===== config.mk =====
export PLATFORM = sky130hd
export DESIGN_NAME = vga_fb_arbiter
export DESIGN_NICKNAME = d
export VERILOG_FILES = /design/src/rtl/vga_fb_pkg.sv /design/src/rtl/fb_addr_gen.sv /design/src/rtl/m_counter.sv /design/src/rtl/vga_fb_arbiter.sv
export SDC_FILE = /design/constraint.sdc
export NUM_CORES = 1
export LEC_CHECK = 0
export ABC_AREA = 1
export BUFFER_PORTS_ARGS = -buffer_cell sky130_fd_sc_hd__clkbuf_2
export CELL_PAD_IN_SITES_DETAIL_PLACEMENT = 0
export CELL_PAD_IN_SITES_GLOBAL_PLACEMENT = 1
export CORE_ASPECT_RATIO = 2
export CORE_UTILIZATION = 30
export CTS_BUF_LIST = sky130_fd_sc_hd__clkbuf_4 sky130_fd_sc_hd__clkbuf_8 sky130_fd_sc_hd__clkbuf_16
export DETAILED_ROUTE_END_ITERATION = 7
export PLACE_DENSITY_LB_ADDON = 0.08
export SLEW_MARGIN = 30
export SYNTH_ARGS = -nofsm -noshare
export SYNTH_HDL_FRONTEND = slang
export SYNTH_SLANG_ARGS = --single-unit

===== constraint.sdc =====
create_clock -name clk -period 2 [get_ports clk]
set_input_delay 0.3 -clock clk [delete_from_list [all_inputs] [get_ports clk]]
set_output_delay 0.3 -clock clk [all_outputs]
set_load 0.02 [all_outputs]

===== src/rtl/vga_fb_pkg.sv =====
// vga_fb_pkg
// Shared constants and types for the double-buffered VGA framebuffer.
//   H_ACTIVE, V_ACTIVE : default visible raster size
//   FB_PIXELS          : pixels per bank
//   fb_state_t         : write-side state machine encoding
package vga_fb_pkg;

    localparam int H_ACTIVE  = 640;
    localparam int V_ACTIVE  = 480;
    localparam int FB_PIXELS = H_ACTIVE * V_ACTIVE;

    typedef enum logic [1:0] {
        FB_CLEAR,
        FB_DRAW,
        FB_WAIT_SWAP
    } fb_state_t;

endpackage


===== src/rtl/fb_addr_gen.sv =====
// fb_addr_gen
// Combinational raster position to linear framebuffer address.
//   row  : visible row
//   col  : visible column
//   addr : row*H_ACTIVE+col, truncated to ADDR_W
module fb_addr_gen #(
    parameter int H_ACTIVE = vga_fb_pkg::H_ACTIVE,
    parameter int ADDR_W   = 19
) (
    input  logic [8:0]        row,
    input  logic [9:0]        col,
    output logic [ADDR_W-1:0] addr
);

    generate
        if (H_ACTIVE == 640) begin : g_shift_add
            // 640 = 512 + 128, so two shifts and adds replace the multiplier
            assign addr = (ADDR_W'(row) << 9) + (ADDR_W'(row) << 7) + ADDR_W'(col);
        end else begin : g_generic
            assign addr = ADDR_W'(row) * ADDR_W'(H_ACTIVE) + ADDR_W'(col);
        end
    endgenerate

endmodule


===== src/rtl/m_counter.sv =====
// m_counter
// Generic up-counter with synchronous clear, load and enable.
//   clk      : clock
//   clr      : synchronous clear to zero (highest priority)
//   load     : load load_val
//   load_val : value loaded when load is high
//   en       : increment by one
//   q        : current count
module m_counter #(
    parameter int W = 8
) (
    input  logic         clk,
    input  logic         clr,
    input  logic         load,
    input  logic [W-1:0] load_val,
    input  logic         en,
    output logic [W-1:0] q
);

    always_ff @(posedge clk) begin
        if (clr) begin
            q <= '0;
        end else if (load) begin
            q <= load_val;
        end else if (en) begin
            q <= q + W'(1);
        end
    end

endmodule


===== src/rtl/vga_fb_arbiter.sv =====
// vga_fb_arbiter
// Arbitrates one single-port synchronous framebuffer RAM between display
// scan-out (highest), the back-bank clear engine, and the draw engine.
// Swaps front/back banks in vertical blank once a frame is complete.
//   clk, rst              : clock, synchronous active-high reset
//   rd_req, row, col      : display pixel request and raster position
//   vblank                : high outside visible rows
//   rd_valid, rd_pixel    : front-bank pixel, one cycle after rd_req
//   wr_valid/addr/data    : draw engine write into the back bank
//   wr_ready              : write accepted when wr_valid & wr_ready
//   frame_done            : back bank fully drawn (pulse)
//   front_bank            : bank currently displayed
//   swap_pending, clearing: state indications
//   mem_*                 : RAM port, address is {bank, linear address}
module vga_fb_arbiter
    import vga_fb_pkg::*;
#(
    parameter int PIX_W    = 4,
    parameter int H_ACTIVE = vga_fb_pkg::H_ACTIVE,
    parameter int V_ACTIVE = vga_fb_pkg::V_ACTIVE,
    parameter int ADDR_W   = 19
) (
    input  logic              clk,
    input  logic              rst,
    input  logic              rd_req,
    input  logic [8:0]        row,
    input  logic [9:0]        col,
    input  logic              vblank,
    output logic              rd_valid,
    output logic [PIX_W-1:0]  rd_pixel,
    input  logic              wr_valid,
    input  logic [ADDR_W-1:0] wr_addr,
    input  logic [PIX_W-1:0]  wr_data,
    output logic              wr_ready,
    input  logic              frame_done,
    output logic              front_bank,
    output logic              swap_pending,
    output logic              clearing,
    output logic [ADDR_W:0]   mem_addr,
    output logic              mem_we,
    output logic [PIX_W-1:0]  mem_wdata,
    input  logic [PIX_W-1:0]  mem_rdata
);

    localparam int                FB_PIXELS = H_ACTIVE * V_ACTIVE;
    localparam logic [ADDR_W-1:0] LAST_ADDR = ADDR_W'(FB_PIXELS - 1);

    fb_state_t         state_reg;
    fb_state_t         state_next;
    logic              front_bank_reg;
    logic              rd_valid_reg;
    logic [ADDR_W-1:0] disp_addr;
    logic [ADDR_W-1:0] clr_cnt;
    logic              clr_en;
    logic              swap;

    fb_addr_gen #(
        .H_ACTIVE(H_ACTIVE),
        .ADDR_W  (ADDR_W)
    ) u_addr_gen (
        .row (row),
        .col (col),
        .addr(disp_addr)
    );

    // Count holds at the terminal address instead of wrapping.
    m_counter #(
        .W(ADDR_W)
    ) u_clr_cnt (
        .clk     (clk),
        .clr     (rst),
        .load    (swap),
        .load_val('0),
        .en      (clr_en),
        .q       (clr_cnt)
    );

    always_ff @(posedge clk) begin
        if (rst) begin
            state_reg      <= FB_CLEAR;
            front_bank_reg <= 1'b0;
            rd_valid_reg   <= 1'b0;
        end else begin
            state_reg    <= state_next;
            rd_valid_reg <= rd_req;
            if (swap) begin
                front_bank_reg <= ~front_bank_reg;
            end
        end
    end

    always_comb begin
        state_next = state_reg;
        mem_addr   = '0;
        mem_we     = 1'b0;
        mem_wdata  = '0;
        wr_ready   = 1'b0;
        clr_en     = 1'b0;
        swap       = 1'b0;

        // Display read owns the RAM whenever it asks; other users stall.
        if (rd_req) begin
            mem_addr = {front_bank_reg, disp_addr};
        end

        case (state_reg)
            FB_CLEAR: begin
                if (!rd_req) begin
                    mem_addr = {~front_bank_reg, clr_cnt};
                    mem_we   = 1'b1;
                    if (clr_cnt == LAST_ADDR) begin
                        state_next = FB_DRAW;
                    end else begin
                        clr_en = 1'b1;
                    end
                end
            end
            FB_DRAW: begin
                wr_ready = ~rd_req;
                // Out-of-range addresses are accepted but never reach the RAM.
                if (wr_valid && !rd_req && (wr_addr <= LAST_ADDR)) begin
                    mem_addr  = {~front_bank_reg, wr_addr};
                    mem_we    = 1'b1;
                    mem_wdata = wr_data;
                end
                if (frame_done) begin
                    state_next = FB_WAIT_SWAP;
                end
            end
            FB_WAIT_SWAP: begin
                if (vblank && !rd_req) begin
                    swap       = 1'b1;
                    state_next = FB_CLEAR;
                end
            end
            default: begin
                state_next = FB_CLEAR;
            end
        endcase
    end

    assign rd_valid     = rd_valid_reg;
    assign rd_pixel     = rd_valid_reg ? mem_rdata : '0;
    assign front_bank   = front_bank_reg;
    assign swap_pending = (state_reg == FB_WAIT_SWAP);
    assign clearing     = (state_reg == FB_CLEAR);

endmodule


==> run_results.csv <==
group,metric,value,unit
critical_path,ff2ff_path_depth,11,
detailed_routing,drcViolationCount,0,
critical_path,crit_buf_inv,5,
floorplan,num_rows,46,
floorplan,dieArea,8440,sq um
critical_path,end_kind,"primary output",
detailed_routing,wirelength,8.64,mm
placement,dp.cells,623,
critical_path,criticalPathCategory,"primary input to primary output",
clock_tree,path_clk_slew,0.06,ns
placement,place_area,3270,sq um
finish,multi_input_area,1970,sq um
yosys,synth-edff-count,0,
critical_path,crit_path_start_kind,"primary input",
floorplan,coreArea,7890,sq um
yosys,yosys.area.top_type,"nand2_1",
yosys,yosysMostFrequentCell,"nand2_1",
detailed_routing,first_pass_iters,4,
finish,drive_above_1_share,36.7,%
timing,fin_crit_sh,116,%
grt,first_global_vias,2847,
yosys,synth_commonest_cells,"nand2_1, nor2_1, inv_1, nand3_1, dfxtp_1",
outcome,violations,"setup timing",
critical_path,cp.depth,14,
clock_tree,cts.sinks,23,
grt,grt_max_degree,21,
timing,tightest_slew,0.281,ns
floorplan,ios,86,
critical_path,crit_path_cell_trace,"buf_8 -> inv_8 -> fa_2 -> inv_2 -> ha_4 -> nand3_4 -> nand2_4 -> buf_4 -> nand2_2 -> nand2_1 -> nand2_1 -> nand3_1 -> nand3_2 -> buf_8",
timing,max_slew_margin,81.2,%
yosys,ys_types,29,
yosys,synth_area,2420,sq um
floorplan,die_h,129,microns
timing,drv_slew,0,
finish,syn_to_final_growth,53.8,%
yosys,seq_area_frac_synth,19.1,%
yosys,synth.ff_latch_count,23,
yosys,synthTopCellsByArea,"nand2_1, dfxtp_1, ha_1",
finish,n_antenna_cell,0,
timing,fmax,0.430,GHz
detailed_routing,via_count,2927,
run,cap_violations,0,
clock_tree,clock_tree.root_cell,"clkbuf_16",
critical_path,cp_slowest_cell,"fa_2",
critical_path,max_stage_delay,0.59,ns
finish,stdcell_count,630,
critical_path,cpLargestDelayFamily,"adder cells",
finish,fillCellCount,856,
finish,largest_register_ffs,19,
detailed_routing,ant_nets,0,
finish,final-seq-area,462,sq um
hold_path,hold_depth,2,
power,powerDensity,450,nW/um^2
timing,grt_setup_unrepaired,"true",
power,peakVddDrop,395,uV
grt,grt_remaining_overflow,0,
clock_tree,cts_tree,"yes",
timing,finalCriticalPeriod,2.32,ns
critical_path,required,1.70,ns
placement,gp_congestion,0.829,
detailed_routing,avgViaCountPerCell,4.65,
grt,grt_pass1_wl,13.4,mm
placement,place_ws,-0.452,ns
yosys,synth_fp_nets,486,
critical_path,crit_arrival,2.02,ns
outcome,status,"finished, violations left",
yosys,synth_ff_type,"dfxtp_1",
timing,setup_viol,10,
hold_path,hold_path_class,"primary input to flip-flop",
clock_tree,cts_made_buffers,3,
grt,antenna_found_initial,0,
detailed_routing,drtIter0Drc,94,
yosys,syn_avg_cell_area,5.85,sq um
finish,final_cell_area,3710,sq um
yosys,async_flop_share,0,%
grt,track_usage,20.9,%
yosys,ys_warn_count,0,
placement,dp_hpwl,7.11,mm
power,leakage,1.80,nW
yosys,syn-instance-count,413,
clock_tree,h-tree-depth,1,
floorplan,die_w,65.5,microns
clock_tree,clock_path_buffers,2,
detailed_routing,wl_per_cell,13.7,microns
timing,fin_ws,-0.323,ns
yosys,synthDominantCellAreaShare,23.6,%
floorplan,start_util,30.6,%
critical_path,crit_path_max_fanout,3,
timing,hold_viol_final,0,
timing,skew,0.00149,ns
placement,portBuffers,85,
clock_tree,clk_latency,0.26,ns
finish,nets,608,
[through the flow]
step	utilization (%)	power, mW	TNS (ns)	hold WS [ns]
6_report	47.1	1.67	-2.48	0.267
5_1_grt	47.1	1.76	-3.22	0.281
4_1_cts	44.7	1.60	-2.95	0.261
3_5_place_dp	41.5	1.04	-3.71	0.497
3_3_place_gp	41.5	1.04	-3.66	0.494
2_1_floorplan	-	0.789	-0.302	0.369
[timing repair]
action | in CTS | in global routing
endpoints found under the setup margin | 10 | 19
hold buffers | 0 | 0
pin swaps | 14 | 14
resized for setup | 37 | 44
buffers inserted | 1 | 2
[per-layer routing]
layer  wire length, microns  global-route usage (%)  vias up
met1                   3140                    20.7     1315
met4                    175                    5.88        0
met2                   5130                    43.9       56
met5                      0                       0        -
met3                    193                    1.06       11
li1                       -                       -     1545
[power breakdown]
part	internal [mW]	leakage, nW	switching, mW
clock	0.287	0.0416	0.178
combinational	0.349	1.57	0.390
sequential	0.464	0.187	0.00467
[logic make-up (layout without fill, tap and decap cells)]
logic type | after synthesis | after routing | synth area share, %
buffers and inverters | 60 | 181 | 9.89
and+or+nand+nor | 252 | 252 | 43.2
adders and majority gates | 21 | 21 | 11.5
xor gates and xnor gates | 14 | 14 | 5.08
DFF | 23 | 23 | 19.1
AOI/OAI and AO/OA | 43 | 43 | 11.3
[layout make-up]
| type | instances | area share [%] |
|---|---|---|
| multi-input cells | 330 | 53.1 |
| inverters | 52 | 5.59 |
| flip-flops and latches | 23 | 12.4 |
| repair buffers | 125 | 23.4 |
| clock buffers | 4 | 2.22 |
| well taps | 96 | 3.23 |
[worst register-to-register path, cell delays in order, from the launching register on]
cell and delay (ns):
dfxtp_1 0.33, ha_1 0.23, nand3_2 0.14, nor2_4 0.17, nand3_4 0.11, nor2_1 0.14
nor2_1 0.05, buf_4 0.21, nand2_1 0.09, nand2_1 0.05, inv_1 0.05, nor2_1 0.03
[cell usage in the layout (no fill, tap or decap), types with 2 or more instances in the layout]
| cell type | count |
|---|---|
| nand2_1 | 145 |
| clkbuf_2 | 72 |
| nor2_1 | 48 |
| inv_1 | 41 |
| buf_4 | 37 |
| nand3_1 | 30 |
| dfxtp_1 | 22 |
| a21oi_2 | 15 |
| ha_1 | 11 |
| a21oi_1 | 10 |
| nand3_2 | 10 |
| ha_4 | 8 |
| inv_2 | 7 |
| nand2_2 | 7 |
| xor2_1 | 7 |
| xnor2_1 | 7 |
| buf_8 | 7 |
| o21ai_0 | 6 |
| o21ai_1 | 4 |
| buf_6 | 4 |
| nand3_4 | 3 |
| clkbuf_16 | 3 |
| clkbuf_8 | 3 |
| a21oi_4 | 2 |
| nand2_4 | 2 |
| nor2_2 | 2 |
| inv_4 | 2 |
| o21ai_2 | 2 |
| fa_2 | 2 |
| buf_12 | 2 |
[final timing paths]
path,to,start,slack [ns]
hold / removal,state_reg[1],rst,0.27
setup reg to reg,u_clr_cnt.q[12],u_clr_cnt.q[0],0.30
setup / recovery,mem_addr[15],col[9],-0.32
hold reg to reg,u_clr_cnt.q[17],u_clr_cnt.q[17],0.50
Power figures use the tool's default switching activity.
